<file path="src/rtl/net_pc_launcher.sv">
// rtl/net_pc_launcher.sv - launches a core by sending a PC-write packet and tracking its run state
// Optional RUN watchdog enabled by defining NET_LAUNCH_TIMEOUT_EN.
module net_pc_launcher #(
    parameter int IMEM_ADDR_W = 10,
    parameter int TIMEOUT_W   = 16
) (
    input  logic                   clk,
    input  logic                   n_reset,
    input  logic                   start_i,
    input  logic [IMEM_ADDR_W-1:0] start_pc_i,
    output logic                   net_valid_o,
    input  logic                   net_ready_i,
    output logic [IMEM_ADDR_W-1:0] net_pc_o,
    input  logic [1:0]             core_state_i,
    output logic                   busy_o,
    output logic                   done_o,
    output logic                   err_o,
    output logic                   timeout_o
);

    typedef enum logic [1:0] {
        L_IDLE,
        L_SEND,
        L_WAIT_RUN,
        L_RUN
    } state_t;

    state_t                 state, state_nxt;
    logic [IMEM_ADDR_W-1:0] pc_q;
    logic                   err_q;
    logic                   set_err;
    logic                   core_err, core_idle, core_run;
    logic                   in_wait;
    logic                   wd_expire;
    logic                   accept;

    // Encoding 3 is undefined on the core side and is handled as an error.
    assign core_err  = core_state_i[1];
    assign core_idle = (core_state_i == 2'd0);
    assign core_run  = (core_state_i == 2'd1);
    assign in_wait   = (state == L_WAIT_RUN) || (state == L_RUN);
    assign accept    = (state == L_IDLE) && start_i;

`ifdef NET_LAUNCH_TIMEOUT_EN
    localparam logic [TIMEOUT_W-1:0] WD_LAST = {{(TIMEOUT_W-1){1'b1}}, 1'b0};

    logic [TIMEOUT_W-1:0] wd_cnt;
    logic                 to_q;

    // Expire on the cycle whose increment would make the counter all-ones.
    assign wd_expire = in_wait && (wd_cnt == WD_LAST);

    always_ff @(posedge clk or negedge n_reset) begin
        if (!n_reset) begin
            wd_cnt <= '0;
            to_q   <= 1'b0;
        end else begin
            if (state == L_SEND && state_nxt == L_WAIT_RUN) begin
                wd_cnt <= '0;
            end else if (in_wait) begin
                wd_cnt <= wd_cnt + 1'b1;
            end
            if (accept) begin
                to_q <= 1'b0;
            end else if (wd_expire) begin
                to_q <= 1'b1;
            end
        end
    end

    assign timeout_o = to_q;
`else
    assign wd_expire = 1'b0;
    assign timeout_o = 1'b0;
`endif

    always_comb begin
        state_nxt   = state;
        set_err     = 1'b0;
        done_o      = 1'b0;
        net_valid_o = 1'b0;
        case (state)
            L_IDLE: begin
                if (start_i) begin
                    state_nxt = L_SEND;
                end
            end
            L_SEND: begin
                net_valid_o = 1'b1;
                if (core_err) begin
                    set_err   = 1'b1;
                    state_nxt = L_IDLE;
                end else if (net_ready_i) begin
                    state_nxt = L_WAIT_RUN;
                end
            end
            L_WAIT_RUN: begin
                if (core_err || wd_expire) begin
                    set_err   = core_err;
                    state_nxt = L_IDLE;
                end else if (core_run) begin
                    state_nxt = L_RUN;
                end
            end
            L_RUN: begin
                // Error and watchdog both outrank a simultaneous return to IDLE.
                if (core_err || wd_expire) begin
                    set_err   = core_err;
                    state_nxt = L_IDLE;
                end else if (core_idle) begin
                    done_o    = 1'b1;
                    state_nxt = L_IDLE;
                end
            end
            default: state_nxt = L_IDLE;
        endcase
    end

    always_ff @(posedge clk or negedge n_reset) begin
        if (!n_reset) begin
            state <= L_IDLE;
            pc_q  <= '0;
            err_q <= 1'b0;
        end else begin
            state <= state_nxt;
            if (accept) begin
                pc_q  <= start_pc_i;
                err_q <= 1'b0;
            end else if (set_err) begin
                err_q <= 1'b1;
            end
        end
    end

    assign net_pc_o = pc_q;
    assign busy_o   = (state != L_IDLE);
    assign err_o    = err_q;

endmodule

</file>
<file path="config.mk">
export PLATFORM = sky130hd
export DESIGN_NAME = net_pc_launcher
export DESIGN_NICKNAME = d
export VERILOG_FILES = /design/src/rtl/net_pc_launcher.sv
export SDC_FILE = /design/constraint.sdc
export NUM_CORES = 1
export LEC_CHECK = 0
export ABC_CLOCK_PERIOD_IN_PS = 1900
export BUFFER_PORTS_ARGS = -buffer_cell sky130_fd_sc_hd__buf_2
export CAP_MARGIN = 40
export CORE_MARGIN = 2
export CORE_UTILIZATION = 42
export CTS_BUF_LIST = sky130_fd_sc_hd__clkbuf_4 sky130_fd_sc_hd__clkbuf_8 sky130_fd_sc_hd__clkbuf_16
export DETAILED_ROUTE_END_ITERATION = 10
export HOLD_SLACK_MARGIN = 0.03
export PLACE_DENSITY = 0.74
export SKIP_LAST_GASP = 1
export SLEW_MARGIN = 10
export SYNTH_ARGS = -nofsm -noshare
export SYNTH_HDL_FRONTEND = slang
export SYNTH_SLANG_ARGS = --single-unit
</file>
<file path="constraint.sdc">
create_clock -name clk -period 1.9 [get_ports clk]
set_clock_uncertainty 0.15 [all_clocks]
set_input_delay 0.095 -clock clk [delete_from_list [all_inputs] [get_ports clk]]
set_output_delay 0.095 -clock clk [all_outputs]
set_load 0.03 [all_outputs]
</file>
==> reports/metrics.csv <==
stage,metric,value,unit
power,power.density,1210,mW/mm²
setup_path,crit_arrival,1.73,ns
setup_path,slowest_delay,0.56,ns
finish,diodes,0,
synthesis,synth.avg_cell_area,14.6,µm²
placement,hpwl,814,µm
drt,vias,489,
setup_path,critical_path_buf_inv_count,1,
finish,fin_nets,105,
synthesis,syn_area,601,µm²
global_routing,antenna_found_initial,0,
flow_run,cap_violations,0,
clocking,path_clk_slew,0.08,ns
sta,fin_crit_sh,90.8,%
global_routing,grt_pass1_vias,508,
setup_path,required,1.90,ns
sta,fin_hold_ws,0.111,ns
setup_path,cp_num_cells,4,
placement,dpl_worst_slack,0.261,ns
setup_path,r2r_cells,4,
setup_path,crit_chain,and2b_2 -> a22oi_1 -> nor2_1 -> dlygate4sd3_1,
clocking,cts_max_level,1,
global_routing,grt_pass1_wl,2.35,mm
sta,fmaxAchievable,579,MHz
power,power_frac_comb,47.0,%
drt,final_antenna_net_count,0,
setup_path,cp_max_fo,6,
clocking,postCtsSetupBuffers,0,
die,ioPinCount,31,
global_routing,grt_max_degree,14,
setup_path,timing.rr.end,state[1]$_DFFE_PN0P_,
setup_path,slowest_stage,dlygate4sd3_1,
setup_path,critical_path.startpoint_type,register,
sta,rsz0062_at_grt,false,
power,p_seq_share,37.0,%
synthesis,synth_top_area_cell,dfrtp_1,
die,die-area,0.00175,mm²
synthesis,synth_cell_types,17,
synthesis,synth.ff_latch_count,13,
drt,wire_per_inst,13.0,µm
drt,drt_iter0_markers,3,
power,p_switching,0.434,mW
setup_path,reg2reg_slack,0.17,ns
power,cellInternalPower,0.688,mW
synthesis,yosys-top-cells-count,"dfrtp_1 (13), mux2_4 (10), inv_1 (2), nor2_1 (2), o21ai_0 (2)",
power,share_clk_of_total_power,16.1,%
synthesis,synth.most_common_cell,dfrtp_1,
finish,final_layout_size_suffix_gt1_share,52.3,%
run_status,status,"complete, no violations",
setup_path,worstSetupEndpointType,register,
power,leakage,0.476,nW
die,die_w,41.8,µm
setup_path,r2r-start,state[1]$_DFFE_PN0P_,
clocking,post_cts_resize_count,0,
drt,via_per_inst,4.75,
synthesis,synth.top_cell.area_share,54.2,%
drt,dr.pass1.iters,4,
drt,drc,0,
synthesis,synthFlopType,dfrtp_1,
finish,area.growth.synth_to_final,54.4,%
clocking,cts_buffers,3,
sta,timing.final.ws_setup,0.174,ns
placement,portBuffers,29,
clocking,cts_root_buf,clkbuf_4,
min_path,worstHoldPathType,input port to asynchronous set/reset pin,
clocking,cts_tree,built,
sta,tns,0,ns
placement,gp_congestion,0.662,
power,peakVddDrop,0.000580,V
clocking,clock-sinks,13,
synthesis,async_flop_share,100,%
synthesis,synthesis.nets,57,
synthesis,synth_enable_flop_cells,0,
sta,hold_viol,0,
global_routing,grt_overflow,0,
die,die_h,41.8,µm
clocking,clock_latency,0.27,ns
synthesis,seq_area_frac_synth,54.2,%
drt,wl,1.34,mm
synthesis,synthCells,41,
synthesis,synth_warnings,0,
synthesis,synthTopCellsByArea,"dfrtp_1 (54%), mux2_4 (25%), buf_12 (3.3%), nor2_4 (1.9%), o21ai_0 (1.7%)",
sta,min_period,1.73,ns
clocking,clk_path_buf_depth,2,
die,core-area,0.00132,mm²
setup_path,worstSetupPathType,register to register,
setup_path,crit_family,buffers and inverters,
sta,finalSetupViolations,0,
sta,slew_violations,0,
die,core.rowCount,13,
global_routing,grt_use_total,17.8,%
die,start_util,45.6,%
power,sw_frac_of_total,38.7,%
-- metrics by stage --
step	std cells	util, %	power (mW)	cell area, µm²
finish	103	70.4	1.12	927
global placement	83	55.9	0.896	737
CTS	103	70.4	1.12	927
floorplan	41	-	0.785	601
global route	103	70.4	1.19	927
detailed placement	83	55.9	0.903	737
-- power by group through the flow --
stage	clock network, mW	registers [mW]	logic, mW
floorplan	0	0.571	0.214
global placement	0	0.413	0.483
detailed placement	0	0.416	0.487
CTS	0.185	0.412	0.526
global route	0.203	0.426	0.557
finish	0.180	0.415	0.527
-- layout by cell type (no fill, tap or decap), types with 2 or more instances in the layout --
| cell | Yosys | final |
|---|---|---|
| nor2_1 | 2 | 2 |
| clkbuf_4 | 0 | 4 |
| dfrtp_1 | 13 | 13 |
| mux2_4 | 10 | 10 |
| o21ai_0 | 2 | 2 |
| inv_1 | 2 | 2 |
| dlygate4sd3_1 | 0 | 16 |
| buf_2 | 0 | 29 |
-- flip-flops by register name, summed over array words and instances, names as in the netlist --
| signal | count |
|---|---|
| err_o | 1 |
| net_pc_o | 10 |
| state | 2 |
-- worst max-delay path by stage --
stage / slack [ns] / start / endpoint
after detailed placement: 0.26 / state[1]$_DFFE_PN0P_ / net_pc_o[5]$_DFFE_PN0P_
after floorplan: 0.39 / state[1]$_DFFE_PN0P_ / net_pc_o[0]$_DFFE_PN0P_
after CTS: 0.20 / state[1]$_DFFE_PN0P_ / state[1]$_DFFE_PN0P_
final: 0.17 / state[1]$_DFFE_PN0P_ / state[1]$_DFFE_PN0P_
after global placement: 0.29 / state[1]$_DFFE_PN0P_ / net_pc_o[4]$_DFFE_PN0P_
after global routing: 0.11 / state[1]$_DFFE_PN0P_ / state[1]$_DFFE_PN0P_
-- layout make-up --
type | count | area (µm²)
multi-input combinational | 24 | 240
clock buffer | 4 | 30.0
tap | 15 | 18.8
inverter | 2 | 7.51
fill | 92 | 390
timing repair buffer | 45 | 305
sequential | 13 | 325
-- layer usage --
metal  wire, µm  vias to the layer above  track usage (%)
li1           -                      234                -
met1        604                      227             21.8
met2        619                       26             29.1
met3        107                        2             4.78
met4          8                        0             7.74
met5          0                        -                0
-- what timing repair did --
item / 4_1_cts / 5_1_grt
setup endpoints to repair: 0 / 0
hold endpoints to repair: 26 / 0
hold buffers: 16 / 0
-- logic make-up (layout without fill, tap and decap cells) --
kind of cell	count (synthesis)	count (layout)	synth area share [%]
AO/OA/AOI/OAI	3	3	2.92
buffers and inverters	4	51	5.83
flip-flops	13	13	54.2
multiplexers	10	10	25.0
other	1	1	0.624
AND/OR/NAND/NOR	10	10	11.5
Power figures use the tool's default switching activity.
